## config.mk

```make
export PLATFORM = sky130hd
export DESIGN_NAME = gesture_hold_ctrl
export DESIGN_NICKNAME = d
export VERILOG_FILES = /design/src/rtl/gesture_pkg.sv /design/src/rtl/gesture_prio_enc.sv /design/src/rtl/gesture_hold_ctrl.sv
export SDC_FILE = /design/constraint.sdc
export NUM_CORES = 1
export LEC_CHECK = 0
export CORE_ASPECT_RATIO = 1.5
export CORE_UTILIZATION = 40
export CTS_BUF_LIST = sky130_fd_sc_hd__clkbuf_8
export DETAILED_ROUTE_END_ITERATION = 12
export DONT_BUFFER_PORTS = 1
export HOLD_SLACK_MARGIN = 0.12
export PLACE_DENSITY = 0.59
export SYNTH_ARGS = -nofsm -noshare
export SYNTH_HDL_FRONTEND = slang
export SYNTH_HIERARCHICAL = 1
export SYNTH_SLANG_ARGS = --single-unit
```

## constraint.sdc

```tcl
create_clock -name clk_24m -period 2.6 [get_ports clk_24m]
set_input_delay 0.13 -clock clk_24m [delete_from_list [all_inputs] [get_ports clk_24m]]
set_output_delay 0.13 -clock clk_24m [all_outputs]
set_load 0.05 [all_outputs]
```

## src/rtl/gesture_pkg.sv

```systemverilog
// ============================================================================
// Module      : gesture_pkg
// Description : Shared types and constants for the gesture hold controller:
//               FSM state encoding, gesture code values, sensor flag bit
//               positions, timer width and a display-width helper.
// Revision    : 1.0 - initial release
// ============================================================================
`default_nettype none

package gesture_pkg;

  // Widths of the sensor flag word, the encoded code and the display bus
  localparam int FLAG_W  = 9;
  localparam int CODE_W  = 4;
  localparam int DISP_W  = 6;
  localparam int TIMER_W = 26;
  localparam int TOTAL_W = 8;

  // Controller state encoding
  typedef enum logic [1:0] {
    IDLE  = 2'd0,
    GUARD = 2'd1,
    HOLD  = 2'd2
  } gest_state_t;

  // Gesture codes shown on the display
  localparam logic [CODE_W-1:0] GEST_NONE     = 4'd0;
  localparam logic [CODE_W-1:0] GEST_UP       = 4'd1;
  localparam logic [CODE_W-1:0] GEST_DOWN     = 4'd2;
  localparam logic [CODE_W-1:0] GEST_LEFT     = 4'd3;
  localparam logic [CODE_W-1:0] GEST_RIGHT    = 4'd4;
  localparam logic [CODE_W-1:0] GEST_FORWARD  = 4'd5;
  localparam logic [CODE_W-1:0] GEST_BACKWARD = 4'd6;
  localparam logic [CODE_W-1:0] GEST_CW       = 4'd7;
  localparam logic [CODE_W-1:0] GEST_CCW      = 4'd8;
  localparam logic [CODE_W-1:0] GEST_WAVE     = 4'd9;

  // Bit positions inside the sensor flag word
  localparam int BIT_UP       = 0;
  localparam int BIT_DOWN     = 1;
  localparam int BIT_LEFT     = 2;
  localparam int BIT_RIGHT    = 3;
  localparam int BIT_FORWARD  = 4;
  localparam int BIT_BACKWARD = 5;
  localparam int BIT_CW       = 6;
  localparam int BIT_CCW      = 7;
  localparam int BIT_WAVE     = 8;

  // Widen a gesture code to the display driver's data bus (upper bits zero)
  function automatic logic [DISP_W-1:0] code_to_disp(input logic [CODE_W-1:0] code);
    return {{(DISP_W-CODE_W){1'b0}}, code};
  endfunction

endpackage : gesture_pkg

`default_nettype wire

```

## src/rtl/gesture_prio_enc.sv

```systemverilog
// ============================================================================
// Module      : gesture_prio_enc
// Description : Combinational lowest-set-bit encoder for the 9-bit gesture
//               flag word. Output is bit index + 1, or GEST_NONE when no flag
//               is set. Shared with the sensor debug path.
// Revision    : 1.0 - initial release
// ============================================================================
`default_nettype none

module gesture_prio_enc
  import gesture_pkg::*;
(
  input  logic [FLAG_W-1:0] flag,
  output logic [CODE_W-1:0] code
);

  // Lowest bit has highest priority, so it is tested first
  always_comb begin
    code = GEST_NONE;
    if      (flag[BIT_UP])       code = GEST_UP;
    else if (flag[BIT_DOWN])     code = GEST_DOWN;
    else if (flag[BIT_LEFT])     code = GEST_LEFT;
    else if (flag[BIT_RIGHT])    code = GEST_RIGHT;
    else if (flag[BIT_FORWARD])  code = GEST_FORWARD;
    else if (flag[BIT_BACKWARD]) code = GEST_BACKWARD;
    else if (flag[BIT_CW])       code = GEST_CW;
    else if (flag[BIT_CCW])      code = GEST_CCW;
    else if (flag[BIT_WAVE])     code = GEST_WAVE;
  end

endmodule : gesture_prio_enc

`default_nettype wire

```

## src/rtl/gesture_hold_ctrl.sv

```systemverilog
// ============================================================================
// Module      : gesture_hold_ctrl
// Description : Accepts gesture sensor reads, priority-encodes them to a
//               digit code 1..9 and holds that code on the seven-segment
//               display for HOLD_CYCLES. For the first GUARD_CYCLES after an
//               accept, further reads are ignored to reject sensor chatter.
//               Optional macro GESTURE_TOTAL_EN enables the 8-bit count of
//               accepted gestures on gest_total; otherwise gest_total is 0.
// Revision    : 1.0 - initial release
// ============================================================================
`default_nettype none

module gesture_hold_ctrl
  import gesture_pkg::*;
#(
  parameter int HOLD_CYCLES  = 48_000_000,
  parameter int GUARD_CYCLES = 2_400_000
) (
  input  logic               clk_24m,
  input  logic               rst_n,
  input  logic               gest_valid,
  input  logic [FLAG_W-1:0]  gest_flag,
  output logic [DISP_W-1:0]  disp_code,
  output logic               new_pulse,
  output logic               busy,
  output logic [TOTAL_W-1:0] gest_total
);

  // Terminal timer values; the timer counts 0..N-1 so N-1 ends the window
  localparam logic [TIMER_W-1:0] c_guard_last = TIMER_W'(GUARD_CYCLES - 1);
  localparam logic [TIMER_W-1:0] c_hold_last  = TIMER_W'(HOLD_CYCLES - 1);
  localparam logic [TIMER_W-1:0] c_timer_one  = TIMER_W'(1);

  gest_state_t        r_state;
  logic [TIMER_W-1:0] r_timer;
  logic [CODE_W-1:0]  r_code;
  logic               r_pulse;
  logic               r_busy;

  logic [CODE_W-1:0]  w_code;
  logic               w_flag_any;
  logic               w_open;
  logic               w_accept;

  gesture_prio_enc u_prio_enc (
    .flag (gest_flag),
    .code (w_code)
  );

  // A read is a gesture only if some flag is set; GUARD never accepts
  assign w_flag_any = |gest_flag;
  assign w_open     = (r_state == IDLE) || (r_state == HOLD);
  assign w_accept   = gest_valid & w_flag_any & w_open;

  // Hold FSM with timer; all outputs are registered here
  always_ff @(posedge clk_24m or negedge rst_n) begin
    if (!rst_n) begin
      r_state <= IDLE;
      r_timer <= '0;
      r_code  <= GEST_NONE;
      r_pulse <= 1'b0;
      r_busy  <= 1'b0;
    end else begin
      r_pulse <= 1'b0;
      case (r_state)
        IDLE: begin
          r_timer <= '0;
          if (w_accept) begin
            r_state <= GUARD;
            r_code  <= w_code;
            r_pulse <= 1'b1;
            r_busy  <= 1'b1;
          end
        end
        GUARD: begin
          // Timer keeps running into HOLD so the total window is HOLD_CYCLES
          r_timer <= r_timer + c_timer_one;
          if (r_timer == c_guard_last) begin
            r_state <= HOLD;
          end
        end
        HOLD: begin
          // An accept (even a repeat of the same code) beats expiry
          if (w_accept) begin
            r_state <= GUARD;
            r_timer <= '0;
            r_code  <= w_code;
            r_pulse <= 1'b1;
          end else if (r_timer == c_hold_last) begin
            r_state <= IDLE;
            r_timer <= '0;
            r_code  <= GEST_NONE;
            r_busy  <= 1'b0;
          end else begin
            r_timer <= r_timer + c_timer_one;
          end
        end
        default: begin
          r_state <= IDLE;
          r_timer <= '0;
          r_code  <= GEST_NONE;
          r_busy  <= 1'b0;
        end
      endcase
    end
  end

  assign disp_code = code_to_disp(r_code);
  assign new_pulse = r_pulse;
  assign busy      = r_busy;

`ifdef GESTURE_TOTAL_EN
  logic [TOTAL_W-1:0] r_total;

  // Count every cycle on which new_pulse is high; wraps naturally at 255
  always_ff @(posedge clk_24m or negedge rst_n) begin
    if (!rst_n) begin
      r_total <= '0;
    end else if (r_pulse) begin
      r_total <= r_total + TOTAL_W'(1);
    end
  end

  assign gest_total = r_total;
`else
  assign gest_total = '0;
`endif

endmodule : gesture_hold_ctrl

`default_nettype wire

```

# == Word-level counts from Yosys, hierarchy flattened ==
# Cells that the tools add are included.
# Widths: inputs -> output; s select.
# op_classes
add_sub_neg,1
mul,0
div,0
n_lt_le_gt_ge,0
n_eq_ne,9
shifts,0
mux,27
bitwise,3
n_reduce_logical,7
# ops
operator,count
$mux 26,2
$pmux 26 s2,1
$mux 4,12
$add 26x1->26 const B,1
$eq 26x22->1 const B,1
$eq 26x26->1 const B,1
$pmux 4 s3,1
$reduce_or 9->1,1
$mux 2,4
$ne 2x2->1 const B,3
$pmux 2 s3,1
$reduce_and 3->1,2
$mux 1,5
$reduce_and 4->1,1
$ne 3x2->1 const B,1
$pmux 1 s3,1
$and 1x1->1,2
$eq 2x1->1 const B,1
$eq 2x2->1 const B,1
$logic_not 2->1,1
$ne 2x1->1 const B,1
$reduce_or 2->1,1
$logic_or 1x1->1,1
$not 1->1,1
# totals
ff_bits,34
latchBits,0
mem_bits_rw,0
rom_bits,0
out_inout_bits,16
elab_cells,52
mem_count,0

# == Longest topological paths before layout ==
# Gate-level depths: netlist (run 1).
# depth
depth_word,11
mapped_depth,7
depth_no_buf,6

# == Hierarchy ==
# Netlist (run 1), hierarchy kept.
# by_module_without_submodules
mod,instances,cells_each,area_each_um2,seq_area_each_um2
gesture_hold_ctrl,1,204,1918.1,850.8
gesture_prio_enc,1,14,88.8,0.0

# == Least setup slack after synthesis (run 1) ==
# Ideal clock, no wire load.
# synth_timing
path_kind,register to register
from,reg r_timer[16]
to,reg r_state[1]
t_arrival_ns,2.095
required_ns,2.527
setup_slack_ns,0.432
stages_incl_launch_ff,6
period_less_slack_ns,2.168
cell_sequence,dfrtp_1 > or3b_1 > or4_4 > o21a_4 > or4_4 > a21oi_2
# synth_between
elab_chain_cells,3
# synth_rtl
element,line,source
start: declaration,gesture_hold_ctrl.sv:35,logic [TIMER_W-1:0] r_timer;
start signal: assignment,gesture_hold_ctrl.sv:77,r_timer <= r_timer + c_timer_one;
start signal: assignment,gesture_hold_ctrl.sv:95,r_timer <= r_timer + c_timer_one;
$eq 26x26->1 or $eq 26x22->1 (tied branches),"gesture_hold_ctrl.sv:89, gesture_hold_ctrl.sv:78",
$ne 3x2->1 (no line) or $ne 2x2->1 (tied branches),n/a,
$reduce_and 3->1 (no line) *,n/a,
end signal: assignment,gesture_hold_ctrl.sv:85,r_state <= GUARD;
end signal: assignment,gesture_hold_ctrl.sv:90,r_state <= IDLE;
end signal: assignment,gesture_hold_ctrl.sv:99,r_state <= IDLE;
end: declaration,gesture_hold_ctrl.sv:34,gest_state_t r_state;
# Every way passes the cells marked *; elsewhere a longest branch is shown, timed or not.
# A chain may end at the register's enable or synchronous reset.

# == Worst setup path in the final report (run 1) ==
# Same ends and word-level chain as after synthesis.

==> impl_metrics.yaml, run 1 <==
outcome:
  outcome: "complete, no violations"
power:
  power_leakage_nw: 0.8558
  finalPower_w: 0.001474
  vdd.ir_drop.worst_uv: 251.0
  powerDensity_mw_per_mm2: 662.6
global_route:
  grt-ovfl-total: 0
  antenna_found_initial: 0
  grt_pass1_vias: 1465
  track_usage_pct: 16.39
  grt_max_degree: 35
  grt_pass1_wl_um: 6368
worst_hold_path:
  hold_path.startpoint: "gest_flag[1]"
  holdPathEnd: "r_code[1]"
  hp-class: "in -> reg"
  hold-path-cell-count: 4
worst_setup_path:
  cpPeakStageDelay_ns: 0.53
  worstSetupEndpointType: "register"
  crit_type: "reg -> reg"
  rrSetupSlack_ns: 0.36
  crit_slowest_cell: "or4_4"
  crit_chain: "or3b_1 -> or4_4 -> o21a_4 -> or4_4 -> a21oi_2"
  path_common_cell: "or4_4"
  cp_data_required_time_ns: 2.82
  critPathLaunchType: "register"
  worstPathMaxFanout: 5
  reg2reg_to: "r_state[1]"
  crit-reg2reg-launch: "r_timer[16]"
  worstPathArrival_ns: 2.46
  rr_worst_depth: 5
cts:
  root_buffer: "clkbuf_8"
  clock_sinks: 34
  cts_buffers: 5
  htreeDepth: 2
  cts_tree: "yes"
  clock_latency_ns: 0.29
  clk_pin_slew_worst_paths_ns: 0.07
  clk_path_buf_depth: 2
logic_synthesis:
  synth_ff_type: "dfrtp_1"
  avgSynthCellArea_um2: 9.206
  ys_seq_area_share_pct: 42.39
  synth_common_cells: "nor2_1, dfrtp_1, xnor2_1"
  ys_top_cells_by_area: "dfrtp_1, nor2_1, xnor2_1"
  ys_types: 42
  yosysMostFrequentCell: "nor2_1"
  yosys.area.top_type: "dfrtp_1"
  ys_ff_latch: 34
  ys.warnings.count: 6
  synth_area_mm2: 0.002007
  syn_inst: 218
  synth.top_cell.area_share_pct: 42.39
  async_flop_share_pct: 100.0
  synth_edf_count: 0
route:
  viasPerCell: 5.197
  wl_um: 3986
  ant_nets: 0
  vias: 1533
  drc: 0
  drtIter0Drc: 68
  first_pass_iters: 4
  avgRoutedWirePerCell_um: 13.51
sta:
  timing.fmax_ghz: 0.4473
  finalSetupViolations: 0
  fin_crit_sh_pct: 85.98
  skew_ns: 0.008178
  fin_hold_ws_ns: 0.1317
  rsz0062_at_grt: "false"
  finalHoldViolations: 0
  worst_pin_slew_ns: 0.5328
  tns_ns: 0
  drv_slew: 0
  slew_headroom_pct: 64.21
  period_needed_ns: 2.235
run:
  max-cap-violations: 0
placement:
  place_congestion: 0.7317
  portBuffers: 0
  hpwl_um: 2857
  dp.cells: 280
  placed_cell_area_mm2: 0.002053
layout:
  num-fill-cells: 490
  nets: 245
  area_growth_pct: 10.85
  multi_input_area_mm2: 0.001047
  drive_gt1_share_pct: 8.734
  antenna_cells: 0
  regArea_um2: 850.8
  post_layout_nonfiller_instances: 295
  stdcell_area_mm2: 0.002225
floorplan:
  rows: 31
  dieWidth_um: 59.84
  core_region_area_mm2: 0.004810
  initial_utilization_pct: 41.73
  die_h_um: 88.75
  ios: 28
  die-area_mm2: 0.005310
## cell families after synthesis
| logic type | Yosys count | synth area share [%] |
|---|---|---|
| DFF | 34 | 42.39 |
| and+or+nand+nor | 106 | 27.81 |
| AOI/OAI and AO/OA | 18 | 7.356 |
| xor gates and xnor gates | 23 | 10.04 |
| other | 1 | 0.1869 |
| buffers and inverters | 27 | 7.107 |
| muxes | 4 | 1.995 |
| adders and majority gates | 5 | 3.117 |
## worst max-delay path by stage
stage / endpoint / startpoint / cells past startpoint
4_1_cts: r_state[1] / r_timer[16] / 5
2_1_floorplan: r_state[1] / r_timer[16] / 5
3_3_place_gp: r_state[1] / r_timer[16] / 5
6_report: r_state[1] / r_timer[16] / 5
5_1_grt: r_state[1] / r_timer[16] / 5
3_5_place_dp: r_state[1] / r_timer[16] / 5
## final cells by class
type | count | share of cell area (%)
multi-input cells | 166 | 47.08
repair buffers | 9 | 4.837
clock inverters | 2 | 0.3937
well taps | 66 | 3.712
clock buffers | 6 | 3.712
inverters | 12 | 2.025
flip-flops and latches | 34 | 38.25
## layout by cell type (no fill, tap or decap), drive strengths merged, types with 6 or more instances in the layout
master / netlist / final
conb: 1 / 10
nor3: 14 / 14
dlygate4sd3: 0 / 6
clkbuf: 2 / 6
nor4: 8 / 8
nand2: 13 / 13
xnor2: 15 / 15
dfrtp: 34 / 34
nor2: 37 / 37
nand3: 9 / 9
xor2: 8 / 8
inv: 12 / 13
## worst max-delay path, delay by kind of cell, from the launching register on
| kind | cells | cell delay, ns |
|---|---|---|
| DFF | 1 | 0.42 |
| AOI/OAI and AO/OA | 2 | 0.37 |
| and+or+nand+nor | 3 | 1.39 |
## per-stage QoR
step                      util [%]  worst slack [ns]
after floorplan                  -            0.4319
after global placement       42.69            0.3906
after detailed placement     42.69            0.3602
after CTS                    46.25            0.3582
after global routing         46.25            0.3057
final                        46.25            0.3646
## registers in the layout, indices dropped and copies added (netlist names)
name,count
r_timer,26
busy,1
r_code,4
r_state,2
new_pulse,1
## timing repair
item | in CTS | in global routing
gates resized for setup | 0 | 0
hold buffers | 7 | 0
endpoints found under the hold margin | 38 | 0
setup buffers | 0 | 0
## metal layers
| layer | wire length, um | GRT usage [%] | vias to the layer above |
|---|---|---|---|
| met5 | 0 | 0 | - |
| met4 | 75 | 7.611 | 0 |
| met3 | 125 | 4.678 | 6 |
| met2 | 2172 | 30.30 | 31 |
| met1 | 1612 | 16.39 | 745 |
| li1 | - | - | 751 |
## report_power, final
group,internal [W],switching (W)
logic,0.000135,0.000218
clock network,0.000210,0.000194
registers,0.000574,0.000143
total,0.000918,0.000556
No activity file was read; power rests on OpenSTA's default activity.
==> run 2: changes to the inputs <==
CTS_BUF_LIST = sky130_fd_sc_hd__clkbuf_4 sky130_fd_sc_hd__clkbuf_8 sky130_fd_sc_hd__clkbuf_16   (was sky130_fd_sc_hd__clkbuf_8)
PLACE_DENSITY = 0.61   (was 0.59)
clock period = 1.8 ns   (was 2.6 ns; I/O delays follow)
==> impl_metrics.yaml, run 2 (synthesis gave the netlist of run 1 again) <==
run:
  max-cap-violations: 0
route:
  viasPerCell: 5.058
  wl_um: 4480
  drc: 0
  first_pass_iters: 4
  ant_nets: 0
  vias: 1664
  drtIter0Drc: 61
  avgRoutedWirePerCell_um: 13.62
outcome:
  outcome: "complete, but fails checks"
  violations: "setup timing"
sta:
  skew_ns: 0.009201
  finalSetupViolations: 33
  rsz0062_at_grt: "true"
  drv_slew: 0
  fin_crit_sh_pct: 115.7
  worst_slack_ns: -0.2824
  timing.fmax_ghz: 0.4802
  finalHoldViolations: 0
  period_needed_ns: 2.082
  fin_hold_ws_ns: 0.1530
layout:
  final_common_cell: "dfrtp_1"
  area_growth_pct: 27.81
  post_layout_nonfiller_instances: 329
  antenna_cells: 0
  nets: 279
  num-fill-cells: 467
  top_regs: "r_timer (26), r_code (4), r_state (2)"
  drive_gt1_share_pct: 25.86
  largest_reg_flops: 26
  top_register: "r_timer"
  final_cell_mix: "dfrtp_1, buf_4, nor2_1, xnor2_1, nor3_1"
cts:
  clock_sinks: 34
  clk_pin_slew_worst_paths_ns: 0.08
  cts_buffers: 5
  clock_latency_ns: 0.30
  htreeDepth: 2
  cts_tree: "yes"
  root_buffer: "clkbuf_8"
  clk_path_buf_depth: 2
worst_setup_path:
  cp_data_required_time_ns: 2.03
  crit-reg2reg-launch: "r_timer[16]"
  cpPeakStageDelay_ns: 0.47
  rr_worst_depth: 5
  path_common_cell: "or4_4"
  crit_type: "reg -> reg"
  crit_chain: "or3b_1 -> or4_4 -> o21a_4 -> or4_4 -> a21oi_2"
  critPathLaunchType: "register"
  worstPathMaxFanout: 3
  crit_slowest_cell: "or4_4"
  worstPathArrival_ns: 2.32
  worstSetupEndpointType: "register"
  rrSetupSlack_ns: -0.28
  reg2reg_to: "r_state[1]"
global_route:
  grt_max_degree: 35
  grt_pass1_vias: 1662
  track_usage_pct: 18.36
  antenna_found_initial: 0
  grt-ovfl-total: 0
  grt_pass1_wl_um: 7148
floorplan:
  ios: 28
  die_h_um: 88.75
  rows: 31
  dieWidth_um: 59.84
  core_region_area_mm2: 0.004810
  initial_utilization_pct: 41.73
  die-area_mm2: 0.005310
placement:
  hpwl_um: 3044
  place_congestion: 0.7168
  portBuffers: 0
  dp.cells: 309
worst_hold_path:
  hold-path-cell-count: 5
  holdPathEnd: "r_code[0]"
  hold_path.startpoint: "gest_flag[1]"
  hp-class: "in -> reg"
power:
  vdd.ir_drop.worst_uv: 339.3
  powerDensity_mw_per_mm2: 924.6
  power_leakage_nw: 1.028
-- run 2: worst max path at each step --
stage	cells past startpoint	slack [ns]	startpoint	to
final	5	-0.28	r_timer[16]	r_state[1]
after global routing	5	-0.34	r_timer[16]	r_state[1]
after CTS	5	-0.28	r_timer[16]	r_state[1]
after detailed placement	5	-0.28	r_timer[16]	r_state[1]
after global placement	5	-0.26	r_timer[16]	r_state[1]
after floorplan	5	-0.28	r_timer[16]	r_state[1]
-- run 2: worst max-delay path: cells and delay by family, from the launching register on --
family	cells	cell delay (ns)
flops	1	0.37
simple gates	3	1.30
compound gates	2	0.35
-- run 2: timing repair --
item,4_1_cts,5_1_grt
cloned,2,0
hold buffers,8,0
endpoints found under the setup margin,33,33
hold endpoints to repair,38,0
pin swaps,3,1
gates resized for setup,22,4
buffers inserted,4,0
-- run 2: cell type report --
cell class / count / area (um2) / area share [%]
inverters: 12 / 45.04 / 1.756
repair buffers: 43 / 387.9 / 15.12
clock inverters: 2 / 12.51 / 0.4878
clock buffers: 6 / 82.58 / 3.220
well taps: 66 / 82.58 / 3.220
flip-flops and latches: 34 / 850.8 / 33.17
multi-input cells: 166 / 1104 / 43.02
-- run 2: per-layer routing --
layer | vias up | share of wire [%] | track usage [%]
met5 | - | 0 | 0
li1 | 827 | - | -
met1 | 804 | 39 | 17.91
met2 | 26 | 56 | 35.45
met4 | 0 | 2.5 | 10.57
met3 | 7 | 2.7 | 2.339
-- run 2: metrics by stage --
step                      total power, W  setup TNS, ns  utilization [%]  setup slack, ns  area (um2)
after global placement          0.001602         -5.443            47.22          -0.2600        2271
after detailed placement        0.001609         -5.670            47.22          -0.2778        2271
final                           0.002372         -7.123            53.33          -0.2824        2565
after CTS                       0.002498         -7.307            54.11          -0.2786        2603
after global routing            0.002506         -9.485            53.33          -0.3434        2565
after floorplan                 0.001479         -5.286                -          -0.2813        2056
-- run 2: power breakdown --
group / switching [W] / internal (W) / leakage (nW)
clock network: 0.000296 / 0.000307 / 0.0472
logic: 0.000407 / 0.000329 / 0.515
registers: 0.000203 / 0.000829 / 0.466
